### src/rtl/savestate_pkg.sv
// Shared types and result codes for the savestate sequencer.
package savestate_pkg;

    typedef enum logic [2:0] {
        ST_IDLE,
        ST_PAUSE,
        ST_START,
        ST_RUN,
        ST_RELEASE
    } state_t;

    typedef enum logic {
        OP_SAVE = 1'b0,
        OP_LOAD = 1'b1
    } op_t;

    localparam logic [7:0] INFO_SAVE_BASE = 8'd16;
    localparam logic [7:0] INFO_LOAD_BASE = 8'd20;
    localparam logic [7:0] INFO_EMPTY     = 8'd24;
    localparam logic [7:0] INFO_TIMEOUT   = 8'd25;

    // Completion code reported to the OSD: base for the direction plus slot number.
    function automatic logic [7:0] done_code(input op_t op, input logic [1:0] slot);
        return ((op == OP_SAVE) ? INFO_SAVE_BASE : INFO_LOAD_BASE) + {6'b0, slot};
    endfunction

endpackage

### src/rtl/savestate_pending.sv
// One-entry request buffer: a new write overwrites the held entry, take clears it.
module savestate_pending
    import savestate_pkg::*;
(
    input  logic       clk,
    input  logic       reset_n,
    input  logic       i_wr,
    input  op_t        i_op,
    input  logic [1:0] i_slot,
    input  logic       i_take,
    output logic       o_valid,
    output op_t        o_op,
    output logic [1:0] o_slot
);

    logic       r_valid;
    op_t        r_op;
    logic [1:0] r_slot;

    // NOTE: sequential state uses non-blocking assignments so every flop samples
    // pre-edge values; blocking here would create order-dependent simulation.
    always_ff @(posedge clk or negedge reset_n) begin
        if (!reset_n) begin
            r_valid <= 1'b0;
            r_op    <= OP_SAVE;
            r_slot  <= 2'd0;
        end else if (i_wr) begin
            // A write in the same cycle as a take is a newer request and must survive.
            r_valid <= 1'b1;
            r_op    <= i_op;
            r_slot  <= i_slot;
        end else if (i_take) begin
            r_valid <= 1'b0;
        end
    end

    assign o_valid = r_valid;
    assign o_op    = r_op;
    assign o_slot  = r_slot;

endmodule

### src/rtl/savestate_sequencer.sv
// Savestate sequencer: pauses the core, runs the savestate engine on a slot, releases the core.
// Define SS_SLOT_VALID_EN to enable slot-valid tracking and empty-slot load rejection.
module savestate_sequencer
    import savestate_pkg::*;
#(
    parameter int                ADDR_W         = 25,
    parameter int                SLOT_SIZE_LOG2 = 22,
    parameter logic [ADDR_W-1:0] BASE_ADDR      = '0,
    parameter int                TIMEOUT_BITS   = 24
) (
    input  logic              clk,
    input  logic              reset_n,
    input  logic              ss_save,
    input  logic              ss_load,
    input  logic [1:0]        selected_slot,
    input  logic              slots_invalidate,
    input  logic              pause_ack,
    input  logic              engine_done,
    output logic              pause_req,
    output logic              ss_start_save,
    output logic              ss_start_load,
    output logic [ADDR_W-1:0] ss_addr,
    output logic              busy,
    output logic [3:0]        slot_valid,
    output logic              info_req,
    output logic [7:0]        info
);

    state_t                  r_state, w_state_next;
    op_t                     r_op;
    logic [1:0]              r_slot;
    logic [ADDR_W-1:0]       r_addr;
    logic [TIMEOUT_BITS-1:0] r_cnt, w_cnt_inc;
    logic                    r_info_req;
    logic [7:0]              r_info;

    logic       w_pend_valid, w_pend_wr, w_pend_take;
    op_t        w_pend_op;
    logic [1:0] w_pend_slot;
    logic       w_live_valid;
    op_t        w_live_op;
    logic       w_sel_valid, w_sel_empty;
    op_t        w_sel_op;
    logic [1:0] w_sel_slot;
    logic       w_latch, w_reject, w_timeout, w_done;

    // Save beats load when both pulse together.
    assign w_live_valid = ss_save | ss_load;
    assign w_live_op    = ss_save ? OP_SAVE : OP_LOAD;

    // IDLE consumes the buffered entry first; a live pulse is buffered unless IDLE takes it directly.
    assign w_pend_take = (r_state == ST_IDLE) && w_pend_valid;
    assign w_pend_wr   = w_live_valid && !((r_state == ST_IDLE) && !w_pend_valid);
    assign w_sel_valid = w_pend_valid | w_live_valid;
    assign w_sel_op    = w_pend_valid ? w_pend_op   : w_live_op;
    assign w_sel_slot  = w_pend_valid ? w_pend_slot : selected_slot;
    assign w_cnt_inc   = r_cnt + TIMEOUT_BITS'(1);

    savestate_pending u_pending (
        .clk     (clk),
        .reset_n (reset_n),
        .i_wr    (w_pend_wr),
        .i_op    (w_live_op),
        .i_slot  (selected_slot),
        .i_take  (w_pend_take),
        .o_valid (w_pend_valid),
        .o_op    (w_pend_op),
        .o_slot  (w_pend_slot)
    );

    always_comb begin
        // NOTE: every combinational output gets a default before the case so no
        // path leaves it unassigned, which would otherwise infer a latch.
        w_state_next = r_state;
        w_latch      = 1'b0;
        w_reject     = 1'b0;
        w_timeout    = 1'b0;
        w_done       = 1'b0;
        case (r_state)
            ST_IDLE: begin
                if (w_sel_valid) begin
                    if (w_sel_empty) begin
                        w_reject = 1'b1;
                    end else begin
                        w_latch      = 1'b1;
                        w_state_next = ST_PAUSE;
                    end
                end
            end
            ST_PAUSE: begin
                if (pause_ack) begin
                    w_state_next = ST_START;
                end else if (w_cnt_inc[TIMEOUT_BITS-1]) begin
                    w_timeout    = 1'b1;
                    w_state_next = ST_IDLE;
                end
            end
            ST_START: w_state_next = ST_RUN;
            ST_RUN: begin
                if (engine_done) begin
                    w_done       = 1'b1;
                    w_state_next = ST_RELEASE;
                end
            end
            ST_RELEASE: begin
                if (!pause_ack) w_state_next = ST_IDLE;
            end
            default: w_state_next = ST_IDLE;
        endcase
    end

    // NOTE: every control flop is on the asynchronous reset so an abort mid-operation
    // drops pause_req and the start strobes immediately, without waiting for a clock.
    always_ff @(posedge clk or negedge reset_n) begin
        if (!reset_n) begin
            r_state    <= ST_IDLE;
            r_op       <= OP_SAVE;
            r_slot     <= 2'd0;
            r_addr     <= '0;
            r_cnt      <= '0;
            r_info_req <= 1'b0;
            r_info     <= 8'd0;
        end else begin
            r_state    <= w_state_next;
            r_info_req <= 1'b0;
            r_cnt      <= ((r_state == ST_PAUSE) && (w_state_next == ST_PAUSE)) ? w_cnt_inc : '0;
            if (w_latch) begin
                r_op   <= w_sel_op;
                r_slot <= w_sel_slot;
                r_addr <= BASE_ADDR + (ADDR_W'(w_sel_slot) << SLOT_SIZE_LOG2);
            end
            if (w_reject) begin
                r_info_req <= 1'b1;
                r_info     <= INFO_EMPTY;
            end
            if (w_timeout) begin
                r_info_req <= 1'b1;
                r_info     <= INFO_TIMEOUT;
            end
            if (w_done) begin
                r_info_req <= 1'b1;
                r_info     <= done_code(r_op, r_slot);
            end
        end
    end

`ifdef SS_SLOT_VALID_EN
    logic [3:0] r_slot_valid;

    // Invalidate has priority over a save completing in the same cycle.
    always_ff @(posedge clk or negedge reset_n) begin
        if (!reset_n) begin
            r_slot_valid <= 4'h0;
        end else if (slots_invalidate) begin
            r_slot_valid <= 4'h0;
        end else if (w_done && (r_op == OP_SAVE)) begin
            r_slot_valid[r_slot] <= 1'b1;
        end
    end

    assign slot_valid  = r_slot_valid;
    assign w_sel_empty = (w_sel_op == OP_LOAD) && !r_slot_valid[w_sel_slot];
`else
    logic w_unused_invalidate;

    assign w_unused_invalidate = slots_invalidate;
    assign slot_valid          = 4'hF;
    assign w_sel_empty         = 1'b0;
`endif

    assign pause_req     = (r_state == ST_PAUSE) || (r_state == ST_START) || (r_state == ST_RUN);
    assign ss_start_save = (r_state == ST_START) && (r_op == OP_SAVE);
    assign ss_start_load = (r_state == ST_START) && (r_op == OP_LOAD);
    assign ss_addr       = r_addr;
    assign busy          = (r_state != ST_IDLE);
    assign info_req      = r_info_req;
    assign info          = r_info;

endmodule

### config.mk
export PLATFORM = sky130hd
export DESIGN_NAME = savestate_sequencer
export DESIGN_NICKNAME = d
export VERILOG_FILES = /design/src/rtl/savestate_pkg.sv /design/src/rtl/savestate_pending.sv /design/src/rtl/savestate_sequencer.sv
export SDC_FILE = /design/constraint.sdc
export NUM_CORES = 1
export LEC_CHECK = 0
export BUFFER_PORTS_ARGS = -buffer_cell sky130_fd_sc_hd__buf_2
export CORE_AREA = 2 2 125 78
export DETAILED_ROUTE_END_ITERATION = 8
export DIE_AREA = 0 0 127 80
export GPL_TIMING_DRIVEN = 1
export HOLD_SLACK_MARGIN = 0.12
export MAX_ROUTING_LAYER = met4
export PLACE_DENSITY = 0.5
export SYNTH_ARGS = -nofsm -noshare
export SYNTH_HDL_FRONTEND = slang
export SYNTH_SLANG_ARGS = --single-unit
### constraint.sdc
create_clock -name clk -period 1.8 [get_ports clk]
set_input_delay 0 -clock clk [delete_from_list [all_inputs] [get_ports clk]]
set_output_delay 0 -clock clk [all_outputs]
set_load 0.03 [all_outputs]
==> results_dict.tcl <==
set metrics [dict create \
    status "finished with violations" \
    violations "negative setup slack" \
    synth_seq_cells 40 \
    dpl-instance-area_sq_um 2600 \
    initial_core_util_pct 24.6 \
    max-slew-margin-rel_pct 65.3 \
    netlist_top_cells_area "dfrtp_1 (45%), buf_4 (10%), xor2_1 (5.9%)" \
    worstRegToRegCells 5 \
    clk_pin_slew_ns 0.06 \
    cts_buffers 5 \
    synth_cell_types 44 \
    finalSetupViolations 23 \
    first_iter_violations 93 \
    drive_gt1_share_pct 36.8 \
    die_area_sq_um 10200 \
    grt_overflow 0 \
    slew_viol_final 0 \
    grt_pass1_wl_um 7980 \
    worstPathCellList "nand4_1, or4_4, nor2_4, mux2_4, or3_1" \
    grt_max_degree 41 \
    hold_violations 0 \
    synth_cells 233 \
    fin_setup_tns_ns -2.17 \
    async_reset_ff_share_pct 100 \
    reg2reg_setup_slack_ns -0.15 \
    p_per_area_nw_per_um2 1040 \
    hold_path_class "in2async" \
    dr_total_vias 1701 \
    yosys.area.top_type "dfrtp_1" \
    syn2layout_area_growth_pct 35.8 \
    r2r_end "info[4]" \
    coreArea_sq_um 8990 \
    period_share_pct 108 \
    fill_cells 914 \
    ir_worst_vdd_mv 0.352 \
    finalCoreUtilization_pct 33.4 \
    synth_warnings 0 \
    clk_path_buf_depth 2 \
    tightest_slew_ns 0.521 \
    firstDrtPassIters 4 \
    wl_met3_um 180 \
    die_w_um 127 \
    post-dp-hpwl_um 3630 \
    num_rows 27 \
    whs_ns 0.307 \
    ctsRootBufferMaster "clkbuf_16" \
    n_antenna_cell 0 \
    tritoncts "built" \
    avgRoutedWirePerCell_um 12.0 \
    vias_per_cell 4.07 \
    antenna_found_initial 0 \
    startpoint_type "flop" \
    routed_wl_um 5020 \
    syn_avg_cell_area_sq_um 9.48 \
    drv_cap 0 \
    io-pin-count 51 \
    crit_fanout 3 \
    syn_area_sq_um 2210 \
    cts.sinks 40 \
    cp.arrival_ns 2.11 \
    gp_congestion 0.806 \
    timing.fmax_mhz 513 \
    cpMaxStageDelayCell "or4_4" \
    track_usage_pct 10.4 \
    top_layer "met4" \
    power.leakage_nw 1.38 \
    synth-main-ff-cell "dfrtp_1" \
    setup_slack_ns -0.148 \
    fin_nets 311 \
    setup.worst_path.class "reg2reg" \
    clock_skew_ns 0.00672 \
    h-tree-depth 2 \
    max_stage_delay_ns 0.55 \
    ant_nets 0 \
    clk-insertion-delay-late_ns 0.28 \
    cp.required_ns 1.96 \
    synth_edf_count 0 \
    wl_met1_um 2700 \
    die_h_um 80 \
    yosys.area.top_type_share_pct 45.3 \
    finalInstanceArea_sq_um 3000 \
    portBuffers 19 \
    drcViolationCount 0 \
    wl_met2_um 2090 \
    rsz0062_at_grt "yes" \
    endpoint_kind "flop" \
    grt_pass1_vias 1610 \
    ys_seq_area_share_pct 45.3 \
    period_minus_slack_ns 1.95 \
    finalPower_mw 3.13 \
    worstReg2RegStart "r_cnt[22]" \
]
## stage by stage
step	cells	worst slack [ns]
finish	418	-0.148
CTS	416	-0.130
floorplan	262	-0.143
detailed placement	396	-0.177
global route	418	-0.211
global placement	396	-0.122
## kinds of logic after synthesis
group | share of synthesized area (%)
AO/OA/AOI/OAI | 6.57
AND/OR/NAND/NOR | 24.6
other | 0.340
adder cells (fa/ha/maj) | 0.566
XOR/XNOR | 6.74
multiplexers | 3.51
flip-flops | 45.3
buffers and inverters | 12.3
## worst max-delay path: cells and delay by family (launching register included)
kind / cells / cell delay, ns
flops: 1 / 0.35
mux: 1 / 0.32
simple gates: 4 / 1.15
## how the worst max path moves through the flow
| stage | from | end | slack (ns) |
|---|---|---|---|
| 6_report | r_cnt[22] | info[4] | -0.15 |
| 3_3_place_gp | r_cnt[20] | info[4] | -0.12 |
| 4_1_cts | r_cnt[19] | info[4] | -0.13 |
| 5_1_grt | r_cnt[22] | info[4] | -0.21 |
| 2_1_floorplan | r_cnt[19] | info[4] | -0.14 |
| 3_5_place_dp | r_cnt[20] | info[4] | -0.18 |
## synthesized netlist by cell type (2+ instances only)
cell type / count
a21oi_1: 15
nor3_1: 4
and4_1: 4
xnor2_1: 2
or2_2: 2
mux2i_1: 3
a32o_1: 2
nor2_2: 10
nand3b_1: 2
buf_2: 2
or3_1: 2
conb_1: 2
buf_4: 30
dfrtp_1: 40
nand4_1: 6
and3_1: 4
nand3_1: 9
clkbuf_1: 5
inv_1: 2
nand2_1: 23
xor2_1: 15
mux2_2: 3
nor2_1: 23
nand2b_1: 2
nor4_1: 2
## registers in the layout, indices dropped and copies added (netlist names)
| register | cells |
|---|---|
| u_pending.o_slot | 2 |
| ss_addr | 2 |
| u_pending.o_op | 1 |
| info_req | 1 |
| info | 5 |
| r_cnt | 24 |
| u_pending.o_valid | 1 |
| r_op | 1 |
| r_state | 3 |
## layout by cell type, fill, tap and decap left out, types with 3 or more instances in the layout
cell type	count
nor3_1	3
nand4_1	6
and4_1	4
a21oi_2	3
and3_1	4
conb_1	31
xor2_1	14
nand3_1	8
buf_2	19
clkbuf_16	5
nor2_1	15
a21oi_1	12
nand2_1	21
nor2_2	15
buf_6	3
nor2_4	4
dlygate4sd3_1	7
buf_4	40
dfrtp_1	40
## metal layers
layer	vias to the layer above	global-route usage, %
li1	861	-
met4	0	3.30
met2	31	14.5
met3	7	2.01
met1	802	15.0
met5	-	-
## power by group
part	switching (mW)	internal [mW]	total [mW]
Sequential	0.110	1.03	1.14
Combinational	0.716	0.376	1.09
Clock	0.349	0.546	0.895
## what timing repair did
action                                  CTS  global route
endpoints found under the setup margin   23            27
resized for setup                        16            16
buffers inserted                          4             3
hold endpoints to repair                 49             0
hold buffers                              7             0
pin swaps                                 8             4
gates cloned                              1             0
## area by class of cell
class                   instances  area [sq um]  share of cell area [%]
multi-input cells             182          1180                    39.4
well taps                     116           145                    4.84
clock buffers                   6           139                    4.63
clock inverters                 2          10.0                   0.334
repair buffers                 70           514                    17.1
inverters                       2          7.51                   0.250
flip-flops and latches         40          1000                    33.4
No activity file was read; power rests on OpenSTA's default activity.
